File: src/rtl/dac_spi_tx.sv
// dac_spi_tx: captures a DDS sample on Ready, sends a 16-bit MCP4922 SPI frame (mode 0), then pulses LDACn; DAC_DUAL_CH_EN adds channel B.
// Latency: CSn low on the capture edge, Busy 36*CLK_DIV cycles (70*CLK_DIV dual); no backpressure, Ready while Busy is dropped and sets Overrun.
module dac_spi_tx #(
  parameter int DATA_W  = 32,
  parameter int DAC_W   = 12,
  parameter int CLK_DIV = 2
) (
  input  logic              Fg_CLK,
  input  logic              RESETn,
  input  logic              Enable,
  input  logic              Ready,
  input  logic [DATA_W-1:0] in1,
  input  logic [DATA_W-1:0] in2,
  output logic              DAC_SCLK,
  output logic              DAC_SDI,
  output logic              DAC_CSn,
  output logic              DAC_LDACn,
  output logic              Busy,
  output logic              Overrun
);

  localparam int FW = DAC_W + 4;
  localparam int BW = $clog2(FW);
  localparam int TW = $clog2(2 * CLK_DIV);
  localparam logic [TW-1:0] TMR_LAST = TW'(2 * CLK_DIV - 1);
  localparam logic [TW-1:0] TMR_HALF = TW'(CLK_DIV);
  localparam logic [BW-1:0] BIT_LAST = BW'(FW - 1);
`ifdef DAC_DUAL_CH_EN
  localparam bit DUAL = 1'b1;
`else
  localparam bit DUAL = 1'b0;
`endif

  typedef enum logic [1:0] {S_IDLE, S_SHIFT, S_GAP, S_LATCH} state_t;

  state_t          state, state_nxt;
  logic [TW-1:0]   tmr, tmr_nxt;
  logic [BW-1:0]   bit_cnt, bit_cnt_nxt;
  logic [FW-1:0]   sr, sr_nxt;
  logic            ch_b, ch_b_nxt;
  logic            hit, capture, tmr_end;
  logic            sclk_nxt, sdi_nxt, csn_nxt, ldacn_nxt, busy_nxt, ovr_nxt;
  logic            unused_bits;

  // Offset-binary code is the sample MSBs with the sign bit flipped.
  function automatic logic [FW-1:0] mk_frame(input logic chb, input logic [DAC_W-1:0] top);
    logic [DAC_W-1:0] code;
    code = top;
    code[DAC_W-1] = ~code[DAC_W-1];
    return {chb, 3'b011, code};
  endfunction

  assign hit     = Ready & Enable;
  assign capture = hit && (state == S_IDLE);
  assign tmr_end = (tmr == TMR_LAST);

`ifdef DAC_DUAL_CH_EN
  logic [FW-1:0] frame_b;

  always_ff @(posedge Fg_CLK or negedge RESETn) begin
    if (!RESETn) begin
      frame_b <= '0;
    end else if (capture) begin
      frame_b <= mk_frame(1'b1, in2[DATA_W-1 -: DAC_W]);
    end
  end

  assign unused_bits = ^{in1[DATA_W-DAC_W-1:0], in2[DATA_W-DAC_W-1:0]};
`else
  assign unused_bits = ^{in1[DATA_W-DAC_W-1:0], in2};
`endif

  always_ff @(posedge Fg_CLK or negedge RESETn) begin
    if (!RESETn) begin
      state <= S_IDLE;
    end else begin
      state <= state_nxt;
    end
  end

  always_comb begin
    state_nxt = state;
    case (state)
      S_IDLE:  if (capture) state_nxt = S_SHIFT;
      S_SHIFT: if (tmr_end && (bit_cnt == BIT_LAST)) state_nxt = S_GAP;
      S_GAP:   if (tmr_end) state_nxt = (DUAL && !ch_b) ? S_SHIFT : S_LATCH;
      S_LATCH: if (tmr_end) state_nxt = S_IDLE;
      default: state_nxt = S_IDLE;
    endcase
  end

  // tmr paces SCLK half-periods in SHIFT and the gap/latch widths elsewhere.
  always_comb begin
    tmr_nxt     = '0;
    bit_cnt_nxt = bit_cnt;
    sr_nxt      = sr;
    ch_b_nxt    = ch_b;
    if ((state_nxt == state) && (state != S_IDLE)) begin
      tmr_nxt = tmr_end ? '0 : tmr + 1'b1;
    end
    if (capture) begin
      bit_cnt_nxt = '0;
      sr_nxt      = mk_frame(1'b0, in1[DATA_W-1 -: DAC_W]);
      ch_b_nxt    = 1'b0;
    end
`ifdef DAC_DUAL_CH_EN
    else if ((state == S_GAP) && (state_nxt == S_SHIFT)) begin
      bit_cnt_nxt = '0;
      sr_nxt      = frame_b;
      ch_b_nxt    = 1'b1;
    end
`endif
    else if ((state == S_SHIFT) && tmr_end) begin
      bit_cnt_nxt = bit_cnt + 1'b1;
      sr_nxt      = {sr[FW-2:0], 1'b0};
    end
  end

  always_comb begin
    sclk_nxt  = (state_nxt == S_SHIFT) && (tmr_nxt >= TMR_HALF);
    sdi_nxt   = (state_nxt == S_SHIFT) && sr_nxt[FW-1];
    csn_nxt   = (state_nxt != S_SHIFT);
    ldacn_nxt = (state_nxt != S_LATCH);
    busy_nxt  = (state_nxt != S_IDLE);
    ovr_nxt   = Overrun | (hit && (state != S_IDLE));
  end

  // Pins are registered so the DAC never sees decode glitches.
  always_ff @(posedge Fg_CLK or negedge RESETn) begin
    if (!RESETn) begin
      tmr       <= '0;
      bit_cnt   <= '0;
      sr        <= '0;
      ch_b      <= 1'b0;
      DAC_SCLK  <= 1'b0;
      DAC_SDI   <= 1'b0;
      DAC_CSn   <= 1'b1;
      DAC_LDACn <= 1'b1;
      Busy      <= 1'b0;
      Overrun   <= 1'b0;
    end else begin
      tmr       <= tmr_nxt;
      bit_cnt   <= bit_cnt_nxt;
      sr        <= sr_nxt;
      ch_b      <= ch_b_nxt;
      DAC_SCLK  <= sclk_nxt;
      DAC_SDI   <= sdi_nxt;
      DAC_CSn   <= csn_nxt;
      DAC_LDACn <= ldacn_nxt;
      Busy      <= busy_nxt;
      Overrun   <= ovr_nxt;
    end
  end

endmodule

File: config.mk
export PLATFORM = sky130hd
export DESIGN_NAME = dac_spi_tx
export DESIGN_NICKNAME = d
export VERILOG_FILES = /design/src/rtl/dac_spi_tx.sv
export SDC_FILE = /design/constraint.sdc
export NUM_CORES = 1
export LEC_CHECK = 0
export CAP_MARGIN = 10
export CORE_UTILIZATION = 40
export CTS_BUF_LIST = sky130_fd_sc_hd__clkbuf_4
export CTS_CLUSTER_DIAMETER = 60
export DETAILED_ROUTE_END_ITERATION = 6
export GPL_TIMING_DRIVEN = 0
export PLACE_DENSITY = 0.82
export SLEW_MARGIN = 10
export SYNTH_ARGS = -nofsm -noshare
export SYNTH_HDL_FRONTEND = slang
export SYNTH_SLANG_ARGS = --single-unit
File: constraint.sdc
create_clock -name Fg_CLK -period 2.1 [get_ports Fg_CLK]
set_clock_uncertainty 0.15 [all_clocks]
set_input_delay 0.21 -clock Fg_CLK [delete_from_list [all_inputs] [get_ports Fg_CLK]]
set_output_delay 0.21 -clock Fg_CLK [all_outputs]
set_load 0.02 [all_outputs]
After elaboration in Yosys (flattened, before gate mapping) --
Cells that the tools add are included.
Operators by class: add/subtract/negate cells 2, $lt $le $gt $ge 1, eq/ne operators 9, multiplexer cells 11, bitwise gates (word level) 3, reductions and logical operators 11
Operators with widths (count):
- $mux W16 | 2
- $mux W2 | 6
- $mux W4 | 2
- $pmux W2 S4 | 1
- $logic_and A1 B1 Y1 | 7
- $eq A2 B2 Y1 const B | 3
- $reduce_bool A2 Y1 | 3
- $add A4 B1 Y4 const B | 1
- $eq A2 B1 Y1 const B | 2
- $eq A4 B4 Y1 const B | 1
- $add A2 B1 Y2 const B | 1
- $eq A2 B2 Y1 | 1
- $ge A2 B2 Y1 const B | 1
- $logic_not A2 Y1 | 1
- $ne A2 B1 Y1 const B | 1
- $ne A2 B2 Y1 const B | 1
- $and A1 B1 Y1 | 1
- $not A1 Y1 | 1
- $or A1 B1 Y1 | 1
Word-level totals: register bits after elaboration 30, bits of input ports 68

Longest topological paths before layout --
depth after elaboration 9, depth in mapped cells 6, gate-level depth less buffers 4

Worst setup path before layout --
No wires, ideal clock.
path kind register to register, start register tmr[0], end register sr[1], library setup time 0.125 ns, arrival 1.200 ns, required time 1.825 ns, slack 0.625 ns, cell stages (with the launch flop) 7, period minus slack after synthesis 1.475 ns, cell sequence dfrtp_1 -> ha_1 -> and3b_1 -> buf_2 -> buf_6 -> a22oi_2 -> o21ai_1
On the way: word-level cells in the longest chain between the ends 3
RTL lines:
- from (decl) | RTL line 37 | logic [TW-1:0] tmr, tmr_nxt;
- from (signal assigned) | RTL line 142 | tmr <= tmr_nxt;
- $eq A2 B2 Y1 | RTL line 55 | assign tmr_end = (tmr == TMR_LAST);
- $logic_and A1 B1 Y1 | RTL line 113 | else if ((state == S_SHIFT) && tmr_end) begin
- $reduce_bool A2 Y1 (no line)
- to (signal assigned) | RTL line 144 | sr <= sr_nxt;
- to (decl) | RTL line 39 | logic [FW-1:0] sr, sr_nxt;
Every way passes these cells. A chain may end at the register's enable or synchronous reset.

Final worst setup path --
start register DAC_CSn, end output DAC_CSn
RTL lines:
- from (decl) | RTL line 16 | output logic DAC_CSn,
- from (signal assigned) | RTL line 148 | DAC_CSn <= csn_nxt;
No word-level cell between the ends.

==> metrics.md <==
| Metric | Value |
|---|---|
| Synthesized flop and latch total | `30` |
| Row count | `20` |
| Die H | `60.4 um` |
| Core Area | `between 3000 and 4000 um2` |
| WS Path Type | `register to primary output` |
| Cell class contributing the biggest share of worst-path delay | `buffers and inverters` |
| Clock sink total | `30` |
| Maxcap violations | `0` |
| Inserted Clock Buffers | `5` |
| Inserted Diodes | `0` |
| Avg WL per Cell | `about 13 um` |
| Via count | `between 1000 and 1500` |
| Unrepaired setup endpoints after global routing | `false` |
| Worst-path fanout max | `1` |
| Total Routing Usage GR | `0.183` |
| Place WS | `between 0.3 and 0.4 ns` |
| Worst Setup Start Kind | `register` |
| Mean Syn Cell Area | `about 10 um2` |
| Critical path data arrival time | `1.47 ns` |
| Area Overhead vs Synth | `23.7%` |
| Pre-antenna DRT Iters | `4` |
| Initial core utilization | `0.433` |
| Final Cycle Share | `0.871` |
| Setup TNS | `0 ns` |
| Reg clk slew, reported paths | `~0.09 ns` |
| Postcts setup bufs | `0` |
| Syn nets | `roughly 210` |
| Final Hold Viols | `0` |
| Clk buf depth | `2` |
| Leakage | `roughly 0.74 nW` |
| Max VDD drop | `0.530 mV` |
| Vias in the first global route | `~1100` |
| DRC errors left | `0` |
| DRT iter0 DRCs | `56` |
| Slowest CP cell | `clkdlybuf4s50_1` |
| Routability cong. | `0.830` |
| Fmax | `roughly 550 MHz` |
| Buffers on Ports | `21` |
| Clock Latency Late Sink | `~0.33 ns` |
| DIE WIDTH | `60.4 um` |
| Syn Inst Count | `135` |
| Commonest cells after routing, fill and taps aside | `dfrtp_1 (28), a21oi_1 (21), clkdlybuf4s50_1 (20)` |
| Required @ worst endpoint | `roughly 1.7 ns` |
| CP Buf/Inv Count | `1` |
| Worst relative slew slack | `0.571` |
| Final setup margin | `about 0.27 ns` |
| NumNets Final | `234` |
| Clock Root Buffer | `clkbuf_4` |
| Post-layout minimum cycle time | `roughly 1.8 ns` |
| Crit. End Element | `primary output` |
| Vias per cell | `5.11` |
| Worst Max-Slew Pin Slew | `about 0.64 ns` |
| Initial antenna violation count | `0` |
| Largest net degree at the start of global routing | `31` |
| Share of layout cells above drive strength 1 | `0.127` |
| Hold WC Path Type | `input pin to asynchronous set/reset pin` |
| PwrDens | `approximately 1300 nW/um2` |
| Final setup vio count | `0` |
| Area of the die | `~3600 um2` |
| Seq/Total Area, Yosys | `0.552` |
| Ports | `between 70 and 80` |
| Distinct cell type count after synthesis | `37` |
| Ys Warns | `0` |
| Synthesized area | `1370 um2` |
| Commonest non-fill, non-tap cell in the layout | `dfrtp_1` |
| CTS H-tree lvls | `2` |
| Congestion Overflow GR | `0` |
| First-pass GRT wire length | `between 4 and 5 mm` |
| Dpl hpwl | `1.94 mm` |
| Crit-path cells | `clkdlybuf4s50_1` |
| Final Slew Violations | `0` |
| CTS tree | `yes` |
| Routed WL | `approximately 2.7 mm` |
| Antenna viol nets, final | `0` |
| CP max stage delay | `about 0.60 ns` |
| Status | `finished clean` |
-- path summary, 6_finish.rpt --
kind	slack (ns)	endpoint	cells after the start	start
setup / recovery	0.27	DAC_CSn	1	DAC_CSn$_DFF_PN1_
hold / removal	0.29	DAC_SDI$_DFF_PN0_	2	RESETn
setup reg to reg	0.50	bit_cnt[1]$_DFFE_PN0P_	6	tmr[0]$_DFF_PN0_
hold reg to reg	0.31	tmr[0]$_DFF_PN0_	1	tmr[0]$_DFF_PN0_
max in group asynchronous	1.09	sr[6]$_DFFE_PN0P_	2	RESETn
min in group Fg_CLK	0.30	sr[5]$_DFFE_PN0P_	3	in1[25]
-- state kept, by name, summed over array words and instances (netlist names) --
signal     count
tmr            2
DAC_CSn        1
DAC_LDACn      1
bit_cnt        4
sr            16
state          2
DAC_SCLK       1
Busy           1
DAC_SDI        1
Overrun        1
-- cells in the mapped netlist (all sizes together) --
cell type	number	area (um2)
and3b	3	26.3
a21oi	21	105
and4bb	1	12.5
nand3b	2	27.5
nor3b	1	7.51
inv	2	7.51
o22a	2	17.5
o21ai	7	35.0
buf	9	62.6
nor2	16	60.1
mux2i	1	10.0
and2	1	6.26
or3	1	6.26
o22ai	1	6.26
nand2	19	71.3
xor2	1	8.76
nand4	1	6.26
and3	1	6.26
nand4bb	1	11.3
a31oi	1	6.26
dfrtp	28	701
nor3	2	10.0
nor2b	1	6.26
xnor2	1	8.76
o32a	1	10.0
ha	2	25.0
dfstp	2	52.6
a221o	1	10.0
nand3	1	5.00
o21bai	1	7.51
a22o	1	8.76
a22oi	2	20.0
-- final cells by class --
cell class | count | area [um2]
Multi-Input combinational cell | 94 | 542
Fill cell | 304 | 1460
Timing Repair Buffer | 22 | 215
Clock inverter | 2 | 8.76
Clock buffer | 6 | 45.0
Sequential cell | 30 | 753
Tap cell | 44 | 55.1
Buffer | 9 | 62.6
Inverter | 2 | 7.51
-- worst register-to-register path, stage by stage (launching register included) --
cell,delay [ns]
dfrtp_1,0.40
ha_1,0.21
buf_2,0.19
nand3b_4,0.13
buf_2,0.22
nand2_1,0.09
a21oi_1,0.15
-- metrics by stage --
| step | instances | util | hold slack, ns | total power [mW] | instance area [um2] |
|---|---|---|---|---|---|
| after global placement | 200 | 0.517 | 0.278 | 1.79 | 1630 |
| after floorplan | 135 | - | -0.236 | 1.58 | 1370 |
| after CTS | 209 | 0.536 | 0.286 | 2.19 | 1690 |
| after detailed placement | 200 | 0.515 | 0.126 | 1.85 | 1630 |
| final | 209 | 0.536 | 0.286 | 2.16 | 1690 |
| after global routing | 209 | 0.536 | 0.297 | 2.36 | 1690 |
-- metal layers --
layer / track usage / vias to the layer above / part of all wire
met5: 0 / - / 0
met2: 0.305 / 27 / 0.49
met1: 0.213 / 512 / 0.45
met4: 0.0584 / 0 / 0.011
met3: 0.0810 / 4 / 0.056
li1: - / 525 / -
-- where the power goes --
| part | internal [mW] | switching, mW | leakage (nW) |
|---|---|---|---|
| registers | 0.819 | 0.135 | 0.360 |
| logic | 0.413 | 0.464 | 0.348 |
| clock network | 0.138 | 0.196 | 0.0331 |
-- kinds of logic (layout without fill, tap and decap cells) --
kind of cell,Yosys count,count (layout),synth area share
simple gates,51,51,0.193
compound gates,38,38,0.166
flops,30,30,0.552
buf+inv,11,41,0.0513
fa+ha+maj,2,2,0.0183
xor+xnor,2,2,0.0128
mux,1,1,0.00733
-- repair_timing --
item	CTS	global route
gates resized for setup	0	0
hold buffers	1	0
endpoints found under the hold margin	28	0
Note: power is estimated with default switching activity, not from simulation.
